`config.mk`:
```
export PLATFORM = sky130hd
export DESIGN_NAME = fp_fma_arb
export DESIGN_NICKNAME = d
export VERILOG_FILES = /design/src/rtl/fp_wire.sv /design/src/rtl/fp_fma_arb_fifo.sv /design/src/rtl/fp_fma_arb.sv
export SDC_FILE = /design/constraint.sdc
export NUM_CORES = 1
export LEC_CHECK = 0
export CORE_AREA = 4 4 362 364
export DETAILED_ROUTE_END_ITERATION = 10
export DIE_AREA = 0 0 366 368
export SYNTH_ARGS = -nofsm -noshare
export SYNTH_HDL_FRONTEND = slang
export SYNTH_HIERARCHICAL = 1
export SYNTH_SLANG_ARGS = --single-unit
```
`constraint.sdc`:
```
create_clock -name clock -period 5.99 [get_ports clock]
set_clock_uncertainty 0.2 [all_clocks]
set_input_delay 1.198 -clock clock [delete_from_list [all_inputs] [get_ports clock]]
set_output_delay 1.198 -clock clock [all_outputs]
set_load 0.01 [all_outputs]
```
`src/rtl/fp_wire.sv`:
```
// fp_wire: shared FPU record types and the fp_fma_arb state bundle.
// Provides fp_fma in/out records, arbiter defaults (LAT, DEPTH) and init constant.
package fp_wire;

    localparam int FP_FMA_ARB_LAT   = 2;
    localparam int FP_FMA_ARB_DEPTH = 2;

    typedef struct packed {
        logic fmadd;
        logic fmsub;
        logic fnmsub;
        logic fnmadd;
        logic fmul;
    } fp_operation_type;

    typedef struct packed {
        logic [63:0]      a;
        logic [63:0]      b;
        logic [63:0]      c;
        logic [9:0]       class_a;
        logic [9:0]       class_b;
        logic [9:0]       class_c;
        logic [1:0]       fmt;
        logic [2:0]       rm;
        fp_operation_type op;
    } fp_fma_in_type;

    typedef struct packed {
        logic        sig;
        logic [10:0] expo;
        logic [51:0] mant;
        logic [1:0]  fmt;
        logic [2:0]  rm;
        logic        ready;
    } fp_fma_out_type;

    typedef struct packed {
        logic last_grant;
    } fp_fma_arb_reg_type;

    localparam fp_fma_arb_reg_type init_fp_fma_arb_reg = '{last_grant: 1'b1};

    function automatic logic fp_op_any(fp_operation_type op);
        return |op;
    endfunction

endpackage

```
`src/rtl/fp_fma_arb_fifo.sv`:
```
// fp_fma_arb_fifo: per-port result buffer holding fp_fma results plus tags.
// Ports: clock/reset, i_push/i_data/i_tag in, i_pop, o_valid/o_data/o_tag/o_count out.
module fp_fma_arb_fifo
    import fp_wire::*;
#(
    parameter int TAG_W = 4,
    parameter int DEPTH = FP_FMA_ARB_DEPTH
) (
    input  logic                         clock,
    input  logic                         reset,
    input  logic                         i_push,
    input  fp_fma_out_type               i_data,
    input  logic [TAG_W-1:0]             i_tag,
    input  logic                         i_pop,
    output logic                         o_valid,
    output fp_fma_out_type               o_data,
    output logic [TAG_W-1:0]             o_tag,
    output logic [$clog2(DEPTH+1)-1:0]   o_count
);

    localparam int PTR_W = (DEPTH > 1) ? $clog2(DEPTH) : 1;
    localparam int CNT_W = $clog2(DEPTH + 1);

    fp_fma_out_type   r_data [DEPTH];
    logic [TAG_W-1:0] r_tag  [DEPTH];
    logic [PTR_W-1:0] r_wr;
    logic [PTR_W-1:0] r_rd;
    logic [CNT_W-1:0] r_count;
    logic             w_full;
    logic             w_push;
    logic             w_pop;

    // explicit wrap keeps DEPTH=1 correct too
    function automatic logic [PTR_W-1:0] bump(logic [PTR_W-1:0] p);
        return (p == PTR_W'(DEPTH - 1)) ? '0 : p + PTR_W'(1);
    endfunction

    assign w_full  = (r_count == CNT_W'(DEPTH));
    assign o_valid = (r_count != '0);
    assign w_push  = i_push && !w_full;
    assign w_pop   = i_pop && o_valid;
    assign o_data  = r_data[r_rd];
    assign o_tag   = r_tag[r_rd];
    assign o_count = r_count;

    always_ff @(posedge clock) begin
        if (reset) begin
            r_wr    <= '0;
            r_rd    <= '0;
            r_count <= '0;
        end else begin
            if (w_push)
                r_wr <= bump(r_wr);
            if (w_pop)
                r_rd <= bump(r_rd);
            case ({w_push, w_pop})
                2'b10:   r_count <= r_count + CNT_W'(1);
                2'b01:   r_count <= r_count - CNT_W'(1);
                default: ;
            endcase
        end
    end

    always_ff @(posedge clock) begin
        if (w_push) begin
            r_data[r_wr] <= i_data;
            r_tag[r_wr]  <= i_tag;
        end
    end

endmodule

```
`src/rtl/fp_fma_arb.sv`:
```
// fp_fma_arb: two-port credit-based arbiter in front of a fixed-latency fp_fma.
// Ports: clock, reset, req_valid/ready/data/tag, rsp_valid/ready/data/tag, fma_i, fma_o.
// Define FP_FMA_ARB_PRIO_EN for fixed priority (port 0 highest) instead of round-robin.
module fp_fma_arb
    import fp_wire::*;
#(
    parameter int TAG_W = 4,
    parameter int LAT   = FP_FMA_ARB_LAT,
    parameter int DEPTH = FP_FMA_ARB_DEPTH
) (
    input  logic                        clock,
    input  logic                        reset,
    input  logic [1:0]                  req_valid,
    output logic [1:0]                  req_ready,
    input  fp_fma_in_type [1:0]         req_data,
    input  logic [1:0][TAG_W-1:0]       req_tag,
    output logic [1:0]                  rsp_valid,
    input  logic [1:0]                  rsp_ready,
    output fp_fma_out_type [1:0]        rsp_data,
    output logic [1:0][TAG_W-1:0]       rsp_tag,
    output fp_fma_in_type               fma_i,
    input  fp_fma_out_type              fma_o
);

    localparam int CNT_W = $clog2(DEPTH + 1);

    logic             r_sv [LAT];
    logic             r_sp [LAT];
    logic [TAG_W-1:0] r_st [LAT];

    logic [1:0][CNT_W-1:0] w_count;
    logic [1:0][CNT_W-1:0] w_used;
    logic [1:0]            w_elig;
    logic [1:0]            w_ready;
    logic [1:0]            w_fire;
    logic [1:0]            w_fvalid;
    logic [1:0]            w_push;
    logic                  w_win;
    logic                  w_issue;
    logic                  w_port;
    logic                  w_live;

`ifndef FP_FMA_ARB_PRIO_EN
    fp_fma_arb_reg_type r_arb;

    always_ff @(posedge clock) begin
        if (reset)
            r_arb <= init_fp_fma_arb_reg;
        else if (w_issue)
            r_arb.last_grant <= w_port;
    end
`endif

    // credit is derived only from registered state, so a pop or an
    // issue shows up in eligibility one cycle later
    always_comb begin
        for (int p = 0; p < 2; p++) begin
            w_used[p] = w_count[p];
            for (int i = 0; i < LAT; i++)
                if (r_sv[i] && (r_sp[i] == 1'(p)))
                    w_used[p] = w_used[p] + CNT_W'(1);
            w_elig[p] = (w_used[p] < CNT_W'(DEPTH));
        end
    end

    always_comb begin
`ifdef FP_FMA_ARB_PRIO_EN
        w_win = 1'b0;
`else
        w_win = ~r_arb.last_grant;
`endif
        // a port yields only to an eligible, requesting winner;
        // its own valid never gates its ready
        w_ready = w_elig;
        if (w_elig[1] && req_valid[1] && w_win)
            w_ready[0] = 1'b0;
        if (w_elig[0] && req_valid[0] && !w_win)
            w_ready[1] = 1'b0;
        req_ready = reset ? 2'b00 : w_ready;
        w_fire    = req_valid & req_ready;
        w_issue   = |w_fire;
        w_port    = w_fire[1];
        fma_i     = '0;
        if (w_issue)
            fma_i = req_data[w_port];
        // op-less requests are consumed but never tracked
        w_live    = w_issue && fp_op_any(fma_i.op);
    end

    always_ff @(posedge clock) begin
        if (reset) begin
            for (int i = 0; i < LAT; i++)
                r_sv[i] <= 1'b0;
        end else begin
            r_sv[0] <= w_live;
            for (int i = 1; i < LAT; i++)
                r_sv[i] <= r_sv[i-1];
        end
    end

    always_ff @(posedge clock) begin
        r_sp[0] <= w_port;
        r_st[0] <= req_tag[w_port];
        for (int i = 1; i < LAT; i++) begin
            r_sp[i] <= r_sp[i-1];
            r_st[i] <= r_st[i-1];
        end
    end

    // last stage lines up with fma_o of the same op
    assign w_push[0] = r_sv[LAT-1] && !r_sp[LAT-1];
    assign w_push[1] = r_sv[LAT-1] &&  r_sp[LAT-1];

    assign rsp_valid = reset ? 2'b00 : w_fvalid;

    fp_fma_arb_fifo #(
        .TAG_W (TAG_W),
        .DEPTH (DEPTH)
    ) u_fifo0 (
        .clock   (clock),
        .reset   (reset),
        .i_push  (w_push[0]),
        .i_data  (fma_o),
        .i_tag   (r_st[LAT-1]),
        .i_pop   (rsp_valid[0] & rsp_ready[0]),
        .o_valid (w_fvalid[0]),
        .o_data  (rsp_data[0]),
        .o_tag   (rsp_tag[0]),
        .o_count (w_count[0])
    );

    fp_fma_arb_fifo #(
        .TAG_W (TAG_W),
        .DEPTH (DEPTH)
    ) u_fifo1 (
        .clock   (clock),
        .reset   (reset),
        .i_push  (w_push[1]),
        .i_data  (fma_o),
        .i_tag   (r_st[LAT-1]),
        .i_pop   (rsp_valid[1] & rsp_ready[1]),
        .o_valid (w_fvalid[1]),
        .o_data  (rsp_data[1]),
        .o_tag   (rsp_tag[1]),
        .o_count (w_count[1])
    );

endmodule

```
==> flow_summary.yaml <==
global_routing:
  grt_pass1_vias: 17600
  grt_max_degree: 130
  overflow: 0
  grtUsageTotal_pct: 17.7
  antenna_found_initial: 88
  grt_pass1_wl_microns: 165000
setup_path:
  worstPathArrival_ns: 4.45
  cp_cell_sequence: "a32oi_1 > o21ai_1 > and3_4 > buf_12 > nand4_1 > a211oi_1 > clkdlybuf4s50_1"
  crit_family: "compound AO/OA/AOI/OAI gates"
  worst_setup_path_end_kind: "output port"
  r2r_cells: 8
  rr_startpoint: "u_fifo1/o_count[0]"
  cp.buffers_inverters: 2
  cp.required_ns: 4.59
  crit_type: "reg -> out"
  cp_max_fo: 29
  cp_slowest_cell: "clkdlybuf4s50_1"
  slowest_delay_ns: 0.75
  startpoint_type: "flip-flop"
  rrSetupSlack_ns: 2.58
  r2r_end: "r_sv[0][0]"
timing:
  tightest_slew_ns: 0.981
  period_minus_slack_ns: 5.84
  finalSetupViolCount: 0
  finalHoldViolCount: 0
  grt_setup_unrepaired: "no"
  slew_violations: 0
  period_share_pct: 97.6
  tns_ns: 0
  max_freq_ghz: 0.171
  slew_headroom_pct: 34.5
  setup_ws_ns: 0.145
power_and_ir_drop:
  p_leak_nw: 8.97
  power_mw: 5.95
  ir_worst_vdd_uv: 198
  p_per_area_nw_per_um2: 199
outcome:
  outcome: "finished, final reports clean"
clock_network:
  cts_made_buffers: 30
  post_cts_buffers: 0
  cts_tree: "done"
  cts_resized: 1
  cts_root_buf: "clkbuf_16"
  path_clk_slew_ns: 0.07
  clkSinkCount: 319
  clockBufferDepth: 3
  worstSkewPairLatency_ns: 0.57
  h-tree-depth: 1
  ctsHoldBuffers: 0
layout:
  num-nets-final: 2839
  num-fill-cells: 13600
  post-route-util_pct: 23.5
  layout-drive-gt1-share_pct: 13.5
  syn2layout_area_growth_pct: 70.9
die:
  std_cell_rows: 131
  core_sq_um: 127000
  die_h_microns: 368
  die_area_sq_um: 135000
  die_w_microns: 366
  initial_core_util_pct: 13.8
  boundaryPins: 932
drt:
  ant_nets: 0
  dr.pass1.iters: 5
  drc: 0
  drt-wirelength-per-cell_microns: 31.6
  initialDrtViolationCount: 1322
  wirelength_microns: 127000
  post_drt_via_cell_ratio: 4.48
  via_count: 18000
min_path:
  hold_path.class: "reg -> reg"
  whs_path_depth: 0
  whs_endpoint: "r_st[0][6]"
  hp-start: "r_st[0][2]"
job:
  max_cap_violations: 0
synthesis:
  synth-seq-cells: 319
  synthesis.nets: 2016
  synthCells: 1466
  yosys_warnings: 6
  ys_seq_area_share_pct: 53.4
  mappedNetlistArea_sq_um: 17500
  synth_cell_types: 42
  syn_area_per_cell_sq_um: 11.9
placed_design:
  io_buffers: 931
  dp_slack_ns: 0.156
  gp_congestion: 0.939
  dpl.hpwl_microns: 103000
## flip-flops by register name, indices dropped and copies added, names as in the netlist, named ones only
name	cells
r_arb	1
r_sp	2
r_st	8
r_sv	2
u_fifo0/o_count	2
u_fifo0/r_data	140
u_fifo0/r_rd	1
u_fifo0/r_tag	8
u_fifo0/r_wr	1
u_fifo1/o_count	2
u_fifo1/r_data	140
u_fifo1/r_rd	1
u_fifo1/r_tag	8
u_fifo1/r_wr	1
## cell type report
class	instances	area, sq um	share of cell area [%]
Clock buffer	36	795	2.65
Inverter	5	31.3	0.105
Antenna cell	38	95.1	0.318
Sequential cell	319	9360	31.3
Multi-Input combinational cell	920	7190	24.0
Tap cell	1662	2080	6.95
Clock inverter	19	169	0.564
Timing Repair Buffer	1013	10200	34.1
## placed cells by master, fill, tap and decap left out, types with 3 or more instances in the layout
| cell type | Yosys | final |
|---|---|---|
| clkinv_2 | 0 | 5 |
| edfxtp_1 | 296 | 296 |
| clkinvlp_4 | 0 | 3 |
| clkdlybuf4s50_1 | 0 | 917 |
| nor2_1 | 11 | 9 |
| nand4_1 | 232 | 232 |
| xnor2_1 | 5 | 5 |
| buf_12 | 0 | 25 |
| clkbuf_1 | 125 | 5 |
| nand3_1 | 4 | 3 |
| clkbuf_16 | 0 | 31 |
| nor2b_1 | 4 | 4 |
| or3_1 | 3 | 3 |
| clkinv_4 | 0 | 3 |
| dfxtp_1 | 23 | 21 |
| nand2_1 | 5 | 5 |
| mux2_2 | 152 | 152 |
| buf_4 | 17 | 70 |
| a211oi_1 | 232 | 232 |
| o31ai_1 | 232 | 232 |
| and2_1 | 3 | 3 |
| a21oi_1 | 5 | 5 |
| diode_2 | 0 | 38 |
| clkinv_1 | 0 | 4 |
## per-layer routing
metal  part of all wire [%]  track usage (%)
met3                     11             6.96
met1                     35             19.0
met4                    4.3             7.39
met5                  0.046                0
met2                     50             31.2
## power by group
group          switching, mW  internal (mW)
Combinational          0.806          0.756
Clock                  0.847           1.04
Sequential            0.0149           2.48
Total                   1.67           4.28
## synthesized netlist by cell type
master | count | area share [%]
inv_2 | 1 | 0.021
a31oi_1 | 1 | 0.036
nor3_4 | 1 | 0.093
nand2b_1 | 2 | 0.071
buf_6 | 3 | 0.19
and3b_1 | 1 | 0.050
a21o_1 | 2 | 0.086
ha_1 | 2 | 0.14
nor2b_1 | 4 | 0.14
o21ai_0 | 3 | 0.086
buf_4 | 17 | 0.73
and3_1 | 2 | 0.071
o31ai_1 | 232 | 9.9
maj3_2 | 1 | 0.064
nand4_1 | 232 | 8.3
a21oi_4 | 1 | 0.093
mux2_4 | 1 | 0.086
dfxtp_1 | 23 | 2.6
buf_2 | 68 | 1.9
mux2_2 | 152 | 9.8
or3_1 | 3 | 0.11
nor3_1 | 2 | 0.057
xnor2_1 | 5 | 0.25
a211oi_1 | 232 | 9.9
or2_2 | 2 | 0.071
buf_1 | 9 | 0.19
a32oi_1 | 1 | 0.050
o211a_1 | 1 | 0.057
nand3_1 | 4 | 0.11
mux2i_4 | 1 | 0.13
a211o_1 | 1 | 0.050
nor2_1 | 11 | 0.24
inv_1 | 4 | 0.086
nor2b_4 | 1 | 0.079
edfxtp_1 | 296 | 51
nor4_1 | 2 | 0.071
clkbuf_1 | 125 | 2.7
a21oi_1 | 5 | 0.14
and2_1 | 3 | 0.11
nand2_1 | 5 | 0.11
xor2_1 | 2 | 0.10
o21a_1 | 2 | 0.086
## worst max-delay path by stage
stage               cells after the start                from  slack (ns)                   end
floorplan                               3  u_fifo1/o_count[0]        1.54  u_fifo1/r_data[1][0]
global placement                        8        req_valid[0]        0.13             fma_i[35]
detailed placement                      8        req_valid[0]        0.16             fma_i[35]
CTS                                     8  u_fifo1/o_count[0]        0.11             fma_i[35]
global route                            8  u_fifo1/o_count[0]        0.02             fma_i[35]
finish                                  7  u_fifo1/o_count[0]        0.15            fma_i[132]
## metrics by stage
step	cells	cell area [sq um]	hold WS, ns
6_report	4012	29900	0.128
5_1_grt	4003	29900	0.138
4_1_cts	3974	29800	0.132
3_5_place_dp	3919	28900	0.114
3_3_place_gp	3919	28900	0.110
2_1_floorplan	1466	17500	0.110
## logic make-up after synthesis
group | after synthesis | share of synthesized area (%)
AOI/OAI and AO/OA | 481 | 20.6
xor gates and xnor gates | 7 | 0.350
adders and majority gates | 3 | 0.207
buffers and inverters | 227 | 5.84
DFF | 319 | 53.4
muxes | 154 | 9.99
and+or+nand+nor | 275 | 9.66
Power figures use the tool's default switching activity.
